### src/rtl/tff_bank_if.sv
// Control/data bundle for tff_bank: update controls and operands in,
// stored bits, change flags and flip statistics out.
interface tff_bank_if #(
  parameter int unsigned WIDTH = 8,
  parameter int unsigned CNT_W = 16
) ();
  logic             en;
  logic [1:0]       mode;
  logic [WIDTH-1:0] a;
  logic [WIDTH-1:0] b;
  logic             cnt_clr;
  logic [WIDTH-1:0] q;
  logic [WIDTH-1:0] changed;
  logic [CNT_W-1:0] flip_cnt;
  logic             cnt_sat;
  logic             sr_err;

  modport master (
    output en, mode, a, b, cnt_clr,
    input  q, changed, flip_cnt, cnt_sat, sr_err
  );

  modport slave (
    input  en, mode, a, b, cnt_clr,
    output q, changed, flip_cnt, cnt_sat, sr_err
  );
endinterface

### src/rtl/tff_bank.sv
// Bank of WIDTH storage bits with runtime-selected T/D/JK/SR behaviour,
// per-edge change flags, a saturating flip counter and a sticky SR-illegal flag.
module tff_bank #(
  parameter int unsigned WIDTH = 8,
  parameter int unsigned CNT_W = 16
) (
  input logic       clk,
  input logic       reset,
  tff_bank_if.slave bus
);

  localparam int unsigned POP_W = $clog2(WIDTH + 1);
  localparam int unsigned SUM_W = ((POP_W > CNT_W) ? POP_W : CNT_W) + 1;
  localparam logic [CNT_W-1:0] CNT_MAX = '1;

  localparam logic [1:0] MODE_T  = 2'b00;
  localparam logic [1:0] MODE_D  = 2'b01;
  localparam logic [1:0] MODE_JK = 2'b10;
  localparam logic [1:0] MODE_SR = 2'b11;

  logic [WIDTH-1:0] q_q, q_d;
  logic [WIDTH-1:0] changed_q, changed_d;
  logic [CNT_W-1:0] flip_cnt_q, flip_cnt_d;
  logic             cnt_sat_q, cnt_sat_d;
  logic             sr_err_q, sr_err_d;

  logic             sr_hit;
  logic [POP_W-1:0] pop;
  logic [SUM_W-1:0] sum;
  logic [CNT_W-1:0] cnt_next;

  // Per-bit next state for the selected mode
  always_comb begin
    q_d    = q_q;
    sr_hit = 1'b0;
    if (bus.en) begin
      for (int unsigned i = 0; i < WIDTH; i++) begin
        unique case (bus.mode)
          MODE_T:  q_d[i] = q_q[i] ^ bus.a[i];
          MODE_D:  q_d[i] = bus.a[i];
          MODE_JK: begin
            unique case ({bus.a[i], bus.b[i]})
              2'b01:   q_d[i] = 1'b0;
              2'b10:   q_d[i] = 1'b1;
              2'b11:   q_d[i] = ~q_q[i];
              default: q_d[i] = q_q[i];
            endcase
          end
          MODE_SR: begin
            unique case ({bus.a[i], bus.b[i]})
              2'b01:   q_d[i] = 1'b0;
              2'b10:   q_d[i] = 1'b1;
              2'b11:   sr_hit = 1'b1;
              default: q_d[i] = q_q[i];
            endcase
          end
          default: q_d[i] = q_q[i];
        endcase
      end
    end
  end

  // Change flags, flip statistics and sticky flags; a clear beats same-edge events
  always_comb begin
    changed_d = q_d ^ q_q;
    pop       = '0;
    for (int unsigned i = 0; i < WIDTH; i++) begin
      pop = pop + POP_W'(changed_d[i]);
    end
    sum      = SUM_W'(flip_cnt_q) + SUM_W'(pop);
    cnt_next = (sum >= SUM_W'(CNT_MAX)) ? CNT_MAX : sum[CNT_W-1:0];

    flip_cnt_d = cnt_next;
    cnt_sat_d  = cnt_sat_q | (cnt_next == CNT_MAX);
    sr_err_d   = sr_err_q | sr_hit;
    if (bus.cnt_clr) begin
      flip_cnt_d = '0;
      cnt_sat_d  = 1'b0;
      sr_err_d   = 1'b0;
    end
  end

  always_ff @(posedge clk) begin
    if (!reset) begin
      q_q        <= '0;
      changed_q  <= '0;
      flip_cnt_q <= '0;
      cnt_sat_q  <= 1'b0;
      sr_err_q   <= 1'b0;
    end else begin
      q_q        <= q_d;
      changed_q  <= changed_d;
      flip_cnt_q <= flip_cnt_d;
      cnt_sat_q  <= cnt_sat_d;
      sr_err_q   <= sr_err_d;
    end
  end

  assign bus.q        = q_q;
  assign bus.changed  = changed_q;
  assign bus.flip_cnt = flip_cnt_q;
  assign bus.cnt_sat  = cnt_sat_q;
  assign bus.sr_err   = sr_err_q;

endmodule

### src/flat_wrapper.sv
// flat-port wrapper written by rule: the top's interface ports become plain ports
module tff_bank_flat 
#(
  parameter int unsigned WIDTH = 8,
  parameter int unsigned CNT_W = 16
)
  (clk, reset, bus_en, bus_mode, bus_a, bus_b, bus_cnt_clr, bus_q, bus_changed, bus_flip_cnt, bus_cnt_sat, bus_sr_err);
  tff_bank_if #(.WIDTH(WIDTH), .CNT_W(CNT_W)) bus_i ();
  input logic clk;
  input logic reset;
  input wire logic [$bits(bus_i.en)-1:0] bus_en;
  input wire logic [$bits(bus_i.mode)-1:0] bus_mode;
  input wire logic [$bits(bus_i.a)-1:0] bus_a;
  input wire logic [$bits(bus_i.b)-1:0] bus_b;
  input wire logic [$bits(bus_i.cnt_clr)-1:0] bus_cnt_clr;
  output wire logic [$bits(bus_i.q)-1:0] bus_q;
  output wire logic [$bits(bus_i.changed)-1:0] bus_changed;
  output wire logic [$bits(bus_i.flip_cnt)-1:0] bus_flip_cnt;
  output wire logic [$bits(bus_i.cnt_sat)-1:0] bus_cnt_sat;
  output wire logic [$bits(bus_i.sr_err)-1:0] bus_sr_err;
  assign bus_i.en = bus_en;
  assign bus_i.mode = bus_mode;
  assign bus_i.a = bus_a;
  assign bus_i.b = bus_b;
  assign bus_i.cnt_clr = bus_cnt_clr;
  assign bus_q = bus_i.q;
  assign bus_changed = bus_i.changed;
  assign bus_flip_cnt = bus_i.flip_cnt;
  assign bus_cnt_sat = bus_i.cnt_sat;
  assign bus_sr_err = bus_i.sr_err;
  tff_bank #(.WIDTH(WIDTH), .CNT_W(CNT_W)) u_core (.clk(clk), .reset(reset), .bus(bus_i));
endmodule
### config.mk
export PLATFORM = sky130hd
export DESIGN_NAME = tff_bank_flat
export DESIGN_NICKNAME = d
export VERILOG_FILES = /design/src/rtl/tff_bank_if.sv /design/src/rtl/tff_bank.sv /design/src/flat_wrapper.sv
export SDC_FILE = /design/constraint.sdc
export NUM_CORES = 1
export LEC_CHECK = 0
export ABC_AREA = 0
export BUFFER_PORTS_ARGS = -buffer_cell sky130_fd_sc_hd__buf_2
export CORE_ASPECT_RATIO = 0.8
export CORE_MARGIN = 2
export CORE_UTILIZATION = 54
export CTS_CLUSTER_DIAMETER = 150
export DETAILED_ROUTE_END_ITERATION = 16
export PLACE_DENSITY_LB_ADDON = 0.15
export SLEW_MARGIN = 40
export SYNTH_ARGS = -nofsm -noshare
export SYNTH_HDL_FRONTEND = slang
export SYNTH_SLANG_ARGS = --single-unit
### constraint.sdc
create_clock -name clk -period 10.28 [get_ports clk]
set_input_delay 3.084 -clock clk [delete_from_list [all_inputs] [get_ports clk]]
set_output_delay 3.084 -clock clk [all_outputs]
set_load 0.005 [all_outputs]
==> results.yml <==
clock_tree:
  clockBufferDepth: 2
  worstSkewPairLatency_ps: 290
  cts.hold.buffers_added: 0
  cts_made_buffers: 5
  cts_root_buffer: "clkbuf_8"
  h-tree-depth: 2
  clock-sinks: 34
  post_cts_resized: 0
  cts_tree: "built"
  clkTransAtPathRegs_ps: 70
  cts_setup_buffers: 0
timing:
  setup_viol: 0
  skew_ps: 5.385
  worstMarginPinSlew_ps: 704.9
  fmax_mhz: 116.7
  period_share_pct: 83.35
  slew_viol_final: 0
  slew_headroom_pct: 53.01
  final.setup.worst_slack_ps: 1712
  finalHoldViolCount: 0
  rsz0062_at_grt: "false"
  layout_min_cycle_time_ps: 8568
  tns_ps: 0
setup_path:
  cp_common_cell: "fa_1"
  crit_buf_inv: 5
  cp_max_fo: 15
  r2r_cells: 18
  path_delay_family: "adder cells"
  slowest_stage: "nand4_1"
  cp.depth: 21
  critical_path_class: "input port to flop"
  ff2ff_setup_slack_ps: 4540
  cpPeakStageDelay_ps: 620
  path_cells: "buf_2 > inv_1 > ha_1 > mux2_2 > mux2i_1 > a211oi_1 > mux2i_1 > ha_1 > fa_1 > inv_1 > fa_1 > inv_1 > fa_1 > inv_1 > fa_1 > fa_1 > nand2b_1 > a21oi_1 > nand4_1 > a21o_1 > o31ai_1"
  crit_path_start_kind: "input port"
  cp.arrival_ps: 8770
  cp-end-kind: "flop"
  worstPathRequired_ps: 10480
routing:
  wl_per_cell_um: 13.14
  vias: 2065
  drc: 0
  wl_mm: 5.100
  avgViaCountPerCell: 5.322
  drt_iter0_drc: 93
  first_pass_iters: 4
  ant_nets: 0
hold_path:
  min_path_type: "flop to flop"
  min_path_cells: 2
floorplanning:
  rows: 21
  initial_core_util_pct: 56.28
  dieArea_um2: 4930
  die_y_um: 63.21
  die_w_um: 78.01
  core_um2: 4204
  pin_count: 56
placement:
  post-place-cells: 380
  place.gp.congestion: 0.7901
  numPortBuffers: 55
  dpl.hpwl_mm: 3.870
  place_ws_ps: 1461
synthesis:
  synth_seq_cells: 34
  mappedNetlistArea_um2: 2366
  synth-edff-count: 0
  synth_cell_types: 36
  synthArstFlopShare_pct: 0
  seq_area_frac_synth_pct: 28.77
  synth_ff_type: "dfxtp_1"
  synthCells: 278
  yosys_warnings: 0
  synthesis.nets: 328
  syn_avg_cell_area_um2: 8.511
grt:
  antenna_found_initial: 0
  grt_first_pass_wirelength_mm: 9.039
  gr-total-overflow: 0
  grt_pass1_vias: 1975
  grt_max_degree: 23
  grt_usage_pct: 22.51
power_and_ir_drop:
  peakVddDrop_mv: 0.1472
  power_leakage_uw: 0.001290
  power_density_nw_per_um2: 153.3
flow_run:
  max-cap-violations: 0
cells_and_area:
  nNetsFinal: 380
  layout-drive-gt1-share_pct: 21.45
  final_cells: 388
  n_fill_cell: 387
  antenna_cells: 0
  area_growth_pct: 18.56
status:
  status: "complete, no violations"
cell usage after synthesis, drive strengths merged, types with 4 or more instances:
master / n / area [um^2]
dfxtp: 34 / 680.7
a21oi: 31 / 155.2
xnor2: 5 / 43.79
inv: 20 / 75.07
o21ai: 7 / 35.03
nand2b: 12 / 75.07
buf: 5 / 31.28
mux2i: 14 / 140.1
mux2: 8 / 90.09
nor2b: 7 / 43.79
fa: 5 / 100.1
xor2: 9 / 78.83
ha: 23 / 287.8
nand4: 5 / 31.28
a21o: 4 / 30.03
nand2: 18 / 67.56
nor2: 18 / 67.56
a211oi: 12 / 90.09
nand3: 7 / 35.03
and2: 5 / 31.28
clkbuf: 5 / 18.77
stage by stage:
stage	hold slack (ps)	area (um^2)	util, %	power, uW
finish	547.1	2805	66.73	430.1
global route	564.6	2805	66.73	463.0
detailed placement	518.2	2663	63.33	278.2
floorplan	464.7	2366	-	241.7
CTS	540.4	2805	66.73	432.9
global placement	491.3	2663	63.33	272.7
worst register-to-register path: cells and delay by family (launching register included):
kind / cells / cell delay (ps)
AOI/OAI and AO/OA: 4 / 1110
adders and majority gates: 6 / 2560
buffers and inverters: 3 / 200
DFF: 1 / 430
muxes: 3 / 540
and+or+nand+nor: 2 / 810
report_power, final:
group	switching (uW)	internal, uW
sequential	8.26	141
combinational	69.7	57.2
clock	50.3	103
cells in the final DEF (no fill, tap or decap), types with 3 or more instances in the layout:
| cell type | Yosys | layout |
|---|---|---|
| a211oi_1 | 12 | 12 |
| a21o_1 | 4 | 4 |
| a21oi_1 | 31 | 31 |
| a31oi_1 | 3 | 3 |
| and2_1 | 5 | 5 |
| buf_2 | 4 | 55 |
| clkbuf_8 | 0 | 6 |
| dfxtp_1 | 34 | 34 |
| fa_1 | 5 | 5 |
| ha_1 | 23 | 23 |
| inv_1 | 20 | 20 |
| mux2_2 | 8 | 8 |
| mux2i_1 | 14 | 14 |
| nand2_1 | 18 | 18 |
| nand2b_1 | 12 | 12 |
| nand3_1 | 7 | 7 |
| nand4_1 | 5 | 5 |
| nor2_1 | 18 | 18 |
| nor2b_1 | 7 | 7 |
| nor3_1 | 3 | 3 |
| nor4_1 | 3 | 3 |
| o21ai_0 | 7 | 7 |
| o22ai_1 | 3 | 3 |
| xnor2_1 | 5 | 5 |
| xor2_1 | 9 | 9 |
path summary, 6_finish.rpt:
check / start / to
worst max-delay path: bus_b[0] / u_core.bus.cnt_sat
worst min-delay path: u_core.bus.flip_cnt[15] / u_core.bus.flip_cnt[15]
worst max register to register: u_core.bus.q[0] / u_core.bus.cnt_sat
worst min register to register: u_core.bus.flip_cnt[15] / u_core.bus.flip_cnt[15]
state kept, by name (all words and copies together) (netlist names):
signal / cells
u_core.bus.changed: 8
u_core.bus.cnt_sat: 1
u_core.bus.flip_cnt: 16
u_core.bus.q: 8
u_core.bus.sr_err: 1
logic make-up after synthesis:
logic type / share of synthesized area [%]
xor+xnor: 5.183
buf+inv: 5.606
flops: 28.77
mux: 9.730
fa+ha+maj: 16.39
simple gates: 18.24
compound gates: 16.08
layout make-up:
cell class,instances,area (um^2),share of cell area (%)
repair buffers,55,275.3,9.813
flip-flops and latches,34,680.7,24.26
inverters,22,82.58,2.944
multi-input cells,212,1553,55.35
clock buffers,6,82.58,2.944
well taps,57,71.32,2.542
clock inverters,2,60.06,2.141
layer usage:
metal / global-route usage (%) / share of wire [%] / vias to the layer above
met5: 0 / 0 / -
met4: 5.482 / 0.65 / 0
met3: 4.728 / 4.2 / 5
met2: 34.59 / 42 / 38
met1: 32.30 / 53 / 948
li1: - / - / 1074
(Power assumes the default switching activity.)
